## config.mk

```make
export PLATFORM = sky130hd
export DESIGN_NAME = scan_chain_ctrl
export DESIGN_NICKNAME = d
export VERILOG_FILES = /design/src/rtl/scan_chain_ctrl_pkg.sv /design/src/rtl/scan_chain_ctrl_shift_reg.sv /design/src/rtl/scan_chain_ctrl.sv
export SDC_FILE = /design/constraint.sdc
export NUM_CORES = 1
export LEC_CHECK = 0
export ABC_AREA = 1
export BUFFER_PORTS_ARGS = -buffer_cell sky130_fd_sc_hd__buf_2
export CORE_MARGIN = 5
export CORE_UTILIZATION = 57
export CTS_CLUSTER_SIZE = 12
export DETAILED_ROUTE_END_ITERATION = 8
export GPL_ROUTABILITY_DRIVEN = 0
export GPL_TIMING_DRIVEN = 0
export MAX_ROUTING_LAYER = met4
export PLACE_DENSITY = 0.86
export SYNTH_ARGS = -nofsm -noshare
export SYNTH_HDL_FRONTEND = slang
export SYNTH_SLANG_ARGS = --single-unit
```

## constraint.sdc

```tcl
create_clock -name clk_i -period 3.95 [get_ports clk_i]
set_input_delay 0.5925 -clock clk_i [delete_from_list [all_inputs] [get_ports clk_i]]
set_output_delay 0.5925 -clock clk_i [all_outputs]
set_load 0.02 [all_outputs]
```

## src/rtl/scan_chain_ctrl_pkg.sv

```systemverilog
// scan_chain_ctrl_pkg: shared FSM state encoding and default chain length
// for the scan chain controller and its shift register.
package scan_chain_ctrl_pkg;

    typedef enum logic [1:0] {
        IDLE    = 2'd0,
        CAPTURE = 2'd1,
        SHIFT   = 2'd2,
        DONE    = 2'd3
    } state_e;

    localparam int DefaultChainLen = 8;

endpackage

```

## src/rtl/scan_chain_ctrl_shift_reg.sv

```systemverilog
// scan_shift_reg: transmit/receive shift registers and shift counter; flags
// the final shift so the controller can leave SHIFT after ChainLen edges.
module scan_shift_reg
    import scan_chain_ctrl_pkg::*;
#(
    parameter int ChainLen = DefaultChainLen,
    parameter int CntWidth = $clog2(ChainLen + 1)
) (
    input  logic                clk_i,
    input  logic                rst_ni,
    input  logic                load_i,
    input  logic [ChainLen-1:0] data_i,
    input  logic                shift_i,
    input  logic                scan_q_i,
    output logic                tx_msb_o,
    output logic [ChainLen-1:0] rx_o,
    output logic                last_o
);

    logic [ChainLen-1:0] tx;
    logic [CntWidth-1:0] cnt;

    always_ff @(posedge clk_i or negedge rst_ni) begin
        if (!rst_ni) begin
            tx   <= '0;
            rx_o <= '0;
            cnt  <= '0;
        end else if (load_i) begin
            tx   <= data_i;
            rx_o <= '0;
            cnt  <= '0;
        end else if (shift_i) begin
            tx   <= {tx[ChainLen-2:0], 1'b0};
            rx_o <= {rx_o[ChainLen-2:0], scan_q_i};
            cnt  <= cnt + CntWidth'(1);
        end
    end

    assign tx_msb_o = tx[ChainLen-1];
    // The edge taken while cnt == ChainLen-1 is the ChainLen-th shift.
    assign last_o   = (cnt == CntWidth'(ChainLen - 1));

endmodule

```

## src/rtl/scan_chain_ctrl.sv

```systemverilog
// scan_chain_ctrl: loads a parallel word into a scan chain MSB first and returns
// the previous chain contents. Optional rsp_parity_o via SCAN_CHAIN_CTRL_PARITY_EN.
module scan_chain_ctrl
    import scan_chain_ctrl_pkg::*;
#(
    parameter int ChainLen = DefaultChainLen
) (
    input  logic                clk_i,
    input  logic                rst_ni,
    input  logic                req_valid_i,
    output logic                req_ready_o,
    input  logic [ChainLen-1:0] req_data_i,
    input  logic                req_capture_i,
    output logic                rsp_valid_o,
    input  logic                rsp_ready_i,
    output logic [ChainLen-1:0] rsp_data_o,
    output logic                scan_en_o,
    output logic                scan_d_o,
    input  logic                scan_q_i,
    output logic                dis_o,
`ifdef SCAN_CHAIN_CTRL_PARITY_EN
    output logic                rsp_parity_o,
`endif
    output logic                busy_o
);

    localparam int CntWidth = $clog2(ChainLen + 1);

    state_e              state;
    logic                load;
    logic                shift;
    logic                last;
    logic                tx_msb;
    logic [ChainLen-1:0] rx;

    assign load  = (state == IDLE) && req_valid_i;
    assign shift = (state == SHIFT);

    scan_shift_reg #(
        .ChainLen (ChainLen),
        .CntWidth (CntWidth)
    ) u_shift (
        .clk_i    (clk_i),
        .rst_ni   (rst_ni),
        .load_i   (load),
        .data_i   (req_data_i),
        .shift_i  (shift),
        .scan_q_i (scan_q_i),
        .tx_msb_o (tx_msb),
        .rx_o     (rx),
        .last_o   (last)
    );

    always_ff @(posedge clk_i or negedge rst_ni) begin
        if (!rst_ni) begin
            state       <= IDLE;
            req_ready_o <= 1'b1;
            rsp_valid_o <= 1'b0;
            scan_en_o   <= 1'b0;
            dis_o       <= 1'b1;
            busy_o      <= 1'b0;
        end else begin
            case (state)
                IDLE: if (req_valid_i) begin
                    state       <= req_capture_i ? CAPTURE : SHIFT;
                    req_ready_o <= 1'b0;
                    busy_o      <= 1'b1;
                    scan_en_o   <= ~req_capture_i;
                    dis_o       <= ~req_capture_i;
                end
                CAPTURE: begin
                    state     <= SHIFT;
                    scan_en_o <= 1'b1;
                    dis_o     <= 1'b1;
                end
                SHIFT: if (last) begin
                    state       <= DONE;
                    scan_en_o   <= 1'b0;
                    rsp_valid_o <= 1'b1;
                end
                default: if (rsp_ready_i) begin
                    state       <= IDLE;
                    rsp_valid_o <= 1'b0;
                    req_ready_o <= 1'b1;
                    busy_o      <= 1'b0;
                end
            endcase
        end
    end

    // Gate so the chain sees a quiet scan input outside SHIFT.
    assign scan_d_o   = scan_en_o & tx_msb;
    assign rsp_data_o = rx;

`ifdef SCAN_CHAIN_CTRL_PARITY_EN
    always_ff @(posedge clk_i or negedge rst_ni) begin
        if (!rst_ni) rsp_parity_o <= 1'b0;
        else if (shift && last) rsp_parity_o <= ^{rx[ChainLen-2:0], scan_q_i};
    end
`endif

endmodule

```

# Yosys cells after proc, flatten, opt, wreduce, memory -nomap -nowiden
# Index checks and enable logic that the tools add are counted.
[totals]
reg_bits = 27
latch_bits = 0
mem_bits_rw = 0
mem_bits_ro = 0
input_bits = 14
out_inout_bits = 14
memories = 0
[op_classes]
add_sub_neg = 1
mul = 0
div_mod_pow = 0
n_lt_le_gt_ge = 0
eq_ne = 5
shift = 0
mux = 23
bitwise = 4
reduce_logical = 15
[ops]
columns = ["cell", "n"]
rows = [
  ["$mux 8", 4],
  ["$reduce_and 3->1", 4],
  ["$mux 2", 4],
  ["$mux 4", 2],
  ["$pmux 1 s2", 4],
  ["$reduce_bool 2->1", 4],
  ["$mux 1", 7],
  ["$pmux 2 s3", 1],
  ["$add 4x1->4 const B", 1],
  ["$eq 4x3->1 const B", 1],
  ["$reduce_bool 4->1", 1],
  ["$reduce_or 2->1", 2],
  ["$not 1->1", 3],
  ["$pmux 1 s3", 1],
  ["$reduce_bool 3->1", 1],
  ["$eq 2x1->1 const B", 1],
  ["$eq 2x2->1 const B", 1],
  ["$logic_not 2->1", 1],
  ["$ne 2x1->1 const B", 1],
  ["$ne 2x2->1 const B", 1],
  ["$reduce_and 2->1", 1],
  ["$and 1x1->1", 1],
  ["$logic_and 1x1->1", 1],
]

# Longest topological paths before layout
# Gate-level depths: netlist (run 1).
[logic_depth]
word_depth = 4
mapped_depth = 8
depth_no_buf = 8

# By module
# From an unflattened synthesis (run 1), not the netlist that was laid out.
[unflattened]
hier_cells = 158
area_unflattened_um2 = 1375.1
[by_module_without_submodules]
columns = ["mod", "n_inst", "cells_per_inst", "area_each_um2", "seq_area_each_um2"]
rows = [
  ["scan_shift_reg", 1, 84, 857.1, 500.5],
  ["scan_chain_ctrl", 1, 74, 518.0, 177.7],
]

# Worst setup path before layout (run 1)
# Ideal clock, no wire load.
[synth_timing]
path_type = "register to register"
start = "register state[0]"
end = "register u_shift.cnt[2]"
setup_ns = 0.120
arrival_time_ns = 1.184
path_slack_ns = 2.646
stages_incl_launch_ff = 8
period_less_slack_ns = 1.304
cell_sequence = "dfrtp_1 > inv_1 > ha_1 > clkbuf_8 > inv_1 > buf_4 > o21ai_0 > nor2_1"
[synth_rtl]
columns = ["item", "line", "text"]
rows = [
  ["from (decl)", "scan_chain_ctrl.sv:29", "state_e state;"],
  ["from (signal assigned)", "scan_chain_ctrl.sv:65", "state <= req_capture_i ? CAPTURE : SHIFT;"],
  ["$eq 2x2->1", "scan_chain_ctrl.sv:37", "assign shift = (state == SHIFT);"],
  ["via shift", "scan_chain_ctrl.sv:31", "logic shift;"],
  ["$reduce_bool 2->1 (no source line)", "--", ""],
  ["to (signal assigned)", "scan_chain_ctrl_shift_reg.sv:35", "cnt <= cnt + CntWidth'(1);"],
  ["to (decl)", "scan_chain_ctrl_shift_reg.sv:21", "logic [CntWidth-1:0] cnt;"],
]
# The timed path passes the listed nets, and every way through them passes these cells.
# A chain may end at the register's enable or synchronous reset.

# Final worst setup path (run 1)
[layout_timing]
start = "register dis_o"
end = "output port dis_o"
[layout_rtl]
columns = ["item", "line", "text"]
rows = [
  ["from (decl)", "scan_chain_ctrl.sv:20", "output logic dis_o,"],
  ["from (signal assigned)", "scan_chain_ctrl.sv:69", "dis_o <= ~req_capture_i;"],
]
# No word-level cell between the ends.

==> results by group, run 1 <==
Run status
  – Status: finished clean

Setup path
  – Buf+Inv Stages, Crit Path: 1
  – Crit-path slowest cell: dfstp_2
  – Arrival time worst endpoint: 1040 ps
  – Crit path capture type: output port
  – Delay-heaviest family, CP: flip-flops
  – Cells along the critical path: buf_2
  – Critical Path Fanout Max: 2
  – CP peak stage delay: 560 ps
  – Critical Path RT: 3360 ps
  – WS Path Type: reg2out
  – CP Launch Type: register

CTS
  – # Post-CTS Setup Buffers: 0
  – Clock slew at reported path FFs: 140 ps
  – Clock Path Buffers: 2
  – Post-CTS Hold Fix Bufs: 0
  – PostCTS Resize Cnt: 0
  – TritonCTS clock tree: built
  – H-tree depth: 1
  – CTS Buf Count: 3
  – CTS root buf: clkbuf_4
  – Skew-Pair Late Insertion Delay: 320 ps
  – CTS sink count: 27

Route
  – DRT Pass-1 Iters: 5
  – Drt drc: 0
  – Vias/cell: 5.50
  – Avg WL per Cell: 12.7 um
  – Post-DRT Antenna Nets: 0
  – Starting DRC count in detailed routing: 22
  – Routed wire length: 2770 um
  – Vias: 1204

Cells and area
  – Commonest non-fill, non-tap cells in the layout: 31 x nand3_1, 29 x buf_2, 25 x dfrtp_1
  – Fill count: 212
  – # diodes: 0
  – Layout area overhead: 14.5%
  – Layout cell share with drive strength beyond 1: 21.5%
  – Most common cell after layout, fill and taps aside: nand3_1
  – Nets@finish: 212

Die
  – Total die area: 3450 um^2
  – I/O pin total: 28
  – Initial Util: 60.6%
  – Die width: 58.7 um
  – Die Height: 58.7 um
  – Row count: 17
  – Core Area: 2230 um^2

STA
  – Max-slew violation count: 0
  – Final setup vio count: 0
  – Max Clk Rate: 0.614 GHz
  – Max Clock Skew: 1.04 ps
  – Least-Margin Pin Slew: 586 ps
  – Setup tns final: 0 ps
  – Fin crit period: 1630 ps
  – Final worst setup slack: 2320 ps
  – Final Cycle Share: 41.2%
  – Max_slew headroom: 60.9%
  – WHS: 243 ps
  – Final hold violation count: 0
  – RSZ-0062 raised after global routing: false

Power and ir drop
  – VDD IR max: 0.487 mV
  – P_leak: 0.808 nW
  – Pwr dens: 811 nW/um^2

Yosys
  – Synthesized flop and latch total: 27
  – Synth Flop Type: dfrtp_1
  – Mapped Cells: 160
  – Post-synth EDFFs: 0
  – Synthesized cell area: 1350 um^2
  – Ys Warns: 0
  – Register area share after synthesis: 50.1%
  – Ys async rst share: 100%
  – Average size of a mapped cell: 8.46 um^2
  – Mapped Nets: 180
  – Netlist cell types: 20

GRT
  – Number of global-route vias before repair: 1191
  – GRT Total Usage: 17.4%
  – Pin count of the biggest net entering global routing: 28
  – First-pass GRT wire length: 4670 um
  – Antenna violations before repair: 0
  – GRT overflow: 0

Placement
  – Port Buf Inserts: 27
  – Post-DP HPWL: 2080 um
  – Setup slack at placement: 2460 ps

Flow run
  – Max_cap viols: 0

Worst hold path
  – Worst hold path class: in2async
[flip-flops by register name (all words and copies together), names as in the netlist]
register / count
busy_o: 1
u_shift.cnt: 4
state: 2
req_ready_o: 1
u_shift.rx_o: 8
dis_o: 1
scan_en_o: 1
rsp_valid_o: 1
u_shift.tx: 8
[cells by family (layout without fill, tap and decap cells)]
kind of cell / count (synthesis) / count (layout) / synth area share (%)
AO/OA/AOI/OAI: 30 / 30 / 11.3
AND/OR/NAND/NOR: 74 / 74 / 24.7
buffers and inverters: 23 / 54 / 8.41
adder cells (fa/ha/maj): 6 / 6 / 5.55
flip-flops: 27 / 27 / 50.1
[path summary, 6_finish.rpt]
check                                   to  depth (start not counted)          start  slack, ps
hold reg to reg                     busy_o                          2         busy_o        520
max in group asynchronous            dis_o                          1         rst_ni       3330
setup reg to reg           u_shift.rx_o[0]                          6       state[1]       2400
min in group clk_i           u_shift.tx[0]                          3  req_data_i[0]        450
setup / recovery                     dis_o                          1          dis_o       2320
hold / removal                    state[0]                          1         rst_ni        240
[synth_stat cells (2+ instances only)]
library cell  number  area (um^2)
nor2_1            14         52.6
dfrtp_1           25          626
dfstp_2            2         52.6
o21ai_0           18         90.1
ha_1               6         75.1
buf_2              2         10.0
inv_1             16         60.1
nand3_1           31          155
a21oi_1           11         55.1
nand2_1           24         90.1
buf_4              2         15.0
[power by group]
group | switching, mW | internal [mW]
Clock | 0.0806 | 0.0396
Combinational | 0.425 | 0.236
Sequential | 0.0739 | 0.402
Total | 0.579 | 0.678
[through the flow]
stage	instances	util, %	area [um^2]	power, mW
after floorplan	160	-	1350	0.955
after global placement	215	68.2	1520	1.10
after detailed placement	215	68.2	1520	1.14
after CTS	219	69.4	1550	1.26
after global routing	219	69.4	1550	1.36
final	219	69.4	1550	1.26
[layer usage]
metal | up-vias | GRT usage [%] | wire length (um)
li1 | 591 | - | -
met1 | 551 | 20.2 | 1180
met2 | 51 | 30.6 | 1370
met3 | 11 | 2.41 | 173
met4 | 0 | 6.15 | 46
met5 | - | - | 0
[final cells by class]
type / count / area (um^2) / share of cell area (%)
buffer: 6 / 50.0 / 3.23
clock buffer: 4 / 26.3 / 1.69
inverter: 17 / 63.8 / 4.12
multi-input combinational: 110 / 562 / 36.2
sequential: 27 / 678 / 43.7
tap: 28 / 35.0 / 2.26
timing repair buffer: 27 / 135 / 8.72
No activity file was read; power rests on OpenSTA's default activity.
==> run 2: changes to the inputs <==
Settings changed: CORE_UTILIZATION 57 to 53, PLACE_DENSITY 0.86 to 0.81.
Clock period 3.95 ns to 1.5 ns, I/O delays scaled along.
==> run 2 against run 1 <==
Via count up 0.75%. Setup slack worse by 2200 ps. Register-to-register slack got worse by 2300 ps. Utilization decreased by 4.6 points. Clock-buffer cell count is the same. Total power rose to 2.7 times the previous value. Final area increased by 2.6%. Global-route usage increased by 1.5 points.
==> results by group, run 2 (same netlist as run 1, synthesis figures left out) <==
Run status
  – Status: finished clean

Cells and area
  – Most common cell after layout, fill and taps aside: nand3_1
  – Commonest non-fill, non-tap cells in the layout: 31 x nand3_1, 29 x buf_2, 24 x nand2_1, 24 x dfrtp_1, 17 x o21ai_0
  – # diodes: 0 (unchanged)
  – Fill count: 223 (+5.2%)
  – Top Registers: u_shift.rx_o: 8 flops, u_shift.tx: 8 flops, u_shift.cnt: 4 flops
  – Nets@finish: 215 (+1.4%)
  – Layout cell share with drive strength beyond 1: 25.3% (+3.8 points)
  – Layout area overhead: 17.5%
  – Reg area: 679 um^2 (+0.18%)
  – Area of the multi-input gates: 569 um^2 (+1.3%)

Route
  – Avg WL per Cell: 12.8 um (+1.2%)
  – Drt drc: 0 (unchanged)
  – Vias/cell: 5.42 (-1.5%)
  – DRT Pass-1 Iters: 4 (-1)
  – Post-DRT Antenna Nets: 0 (unchanged)
  – Routed wire length: 2870 um (+3.5%)
  – Starting DRC count in detailed routing: 39 (+77%)
  – Vias: 1213 (+0.75%)

Worst hold path
  – Hold Crit Depth: 3
  – Worst hold path class: in2reg
  – Hold Crit Endpoint: u_shift.tx[0]
  – Worst Hold Launch: req_data_i[0]

Setup path
  – Arrival time worst endpoint: 1640 ps (+600 ps)
  – Critical path origin: state[0]
  – Delay-heaviest family, CP: flip-flops
  – CP Launch Type: register
  – Critical Path RT: 1720 ps (-1640 ps)
  – Crit path top cell by count: nand3_1
  – Buf+Inv Stages, Crit Path: 2 (+1)
  – Cell count of the worst reg-to-reg path: 6 (unchanged)
  – Critical Path Fanout Max: 10 (+8)
  – Reg2reg start: state[0]
  – WS Path Type: reg2reg
  – Cells along the critical path: inv_2, ha_2, nand2_2, buf_4, nand3_1, nand3_1
  – FF-to-FF End: u_shift.tx[7]
  – Crit path capture type: register
  – R2R setup slack: 90 ps (-2310 ps)
  – Crit-path slowest cell: dfrtp_2
  – CP peak stage delay: 460 ps (-100 ps)

STA
  – WHS: 102 ps (-140 ps)
  – Fin crit period: 1410 ps
  – Final worst setup slack: 86.9 ps (-2240 ps)
  – Max Clock Skew: 3.75 ps (+2.72 ps)
  – Setup tns final: 0 ps (unchanged)
  – Least-Margin Pin Slew: 587 ps (+0.764 ps)
  – Final setup vio count: 0 (unchanged)
  – Final hold violation count: 0 (unchanged)
  – Max-slew violation count: 0 (unchanged)
  – RSZ-0062 raised after global routing: true
  – Final Cycle Share: 94.2%
  – Max Clk Rate: 0.708 GHz
  – Max_slew headroom: 60.9% (about the same)

GRT
  – GRT overflow: 0 (unchanged)
  – Antenna violations before repair: 0 (unchanged)
  – First-pass GRT wire length: 5120 um (+9.6%)
  – GRT Total Usage: 18.9% (+1.5 points)
  – Number of global-route vias before repair: 1245 (+4.5%)
  – Pin count of the biggest net entering global routing: 28 (unchanged)

Die
  – Die width: 60.5 um (+3.1%)
  – Die Height: 60.5 um (+3.1%)
  – Total die area: 3670 um^2 (+6.2%)
  – Core Area: 2450 um^2 (+9.9%)
  – Initial Util: 55.1% (-5.5 points)
  – Row count: 18 (+1)
  – I/O pin total: 28 (unchanged)

Placement
  – Port Buf Inserts: 27 (unchanged)
  – Post-DP HPWL: 2220 um (+7.1%)
  – Setup slack at placement: -0.0392 ps (-2460 ps)

Power and ir drop
  – P_leak: 0.820 nW (+1.5%)
  – Pwr dens: 2120 nW/um^2 (+160%)
  – VDD IR max: 1.33 mV (+170%)

CTS
  – Skew-Pair Late Insertion Delay: 320 ps (about the same)
  – CTS Buf Count: 3 (unchanged)
  – TritonCTS clock tree: built
  – H-tree depth: 1 (unchanged)
  – Clock Path Buffers: 2 (unchanged)
  – CTS sink count: 27 (unchanged)
  – CTS root buf: clkbuf_4
  – Clock slew at reported path FFs: 140 ps (about the same)

Flow run
  – Max_cap viols: 0 (unchanged)
run 2: changes by cell type in the layout (fill, tap and decap cells not counted), sizes merged:
cell / delta
dlygate4sd3: +1
buf: +2
run 2: worst max path at each step:
stage | to | slack (ps) | cells past startpoint
2_1_floorplan | u_shift.cnt[2] | 200 | 7
3_3_place_gp | u_shift.tx[7] | 40 | 6
3_5_place_dp | u_shift.tx[1] | -0.04 | 6
4_1_cts | req_ready_o | 10 | 6
5_1_grt | req_ready_o | -6 | 6
6_report | u_shift.tx[7] | 90 | 6
run 2: cell type report:
cell class / instances / area share, %
buffer: 6 / 3.38
clock buffer: 4 / 1.65
inverter: 17 / 4.01
multi-input combinational: 110 / 35.8
sequential: 27 / 42.7
tap: 30 / 2.36
timing repair buffer: 30 / 10.1
run 2: per-stage QoR:
stage               utilization, %  cells  cell area, um^2  total power, mW
floorplan                        -    160             1350             2.51
global placement              62.2    217             1530             2.92
detailed placement            62.2    217             1530             3.01
CTS                           63.8    222             1570             3.34
global route                  64.8    224             1590             3.71
finish                        64.8    224             1590             3.37
run 2: routing by layer:
layer  track usage, %  part of all wire (%)  up-vias
li1                 -                     -      599
met1             21.9                    43      586
met2             33.3                    53       24
met3             2.55                   3.4        4
met4             6.81                   1.1        0
met5                -                     0        -
run 2: power breakdown:
| group | total (mW) | switching (mW) | leakage [nW] | internal, mW |
|---|---|---|---|---|
| Combinational | 1.80 | 1.12 | 0.465 | 0.676 |
| Clock | 0.310 | 0.206 | 0.0150 | 0.104 |
| Sequential | 1.26 | 0.202 | 0.340 | 1.06 |
| Total | 3.37 | 1.53 | 0.820 | 1.84 |
run 2: timing repair:
item | 4_1_cts | 5_1_grt
setup endpoints to repair | 8 | 22
buffers inserted | 0 | 2
hold endpoints to repair | 25 | 0
hold buffers | 1 | 0
gates resized for setup | 1 | 7
run 2: worst reg2reg max path: stages (launching register included):
cell and delay (ps):
dfrtp_2 460, inv_2 90, ha_2 230, nand2_2 170, buf_4 220, nand3_1 70
nand3_1 70
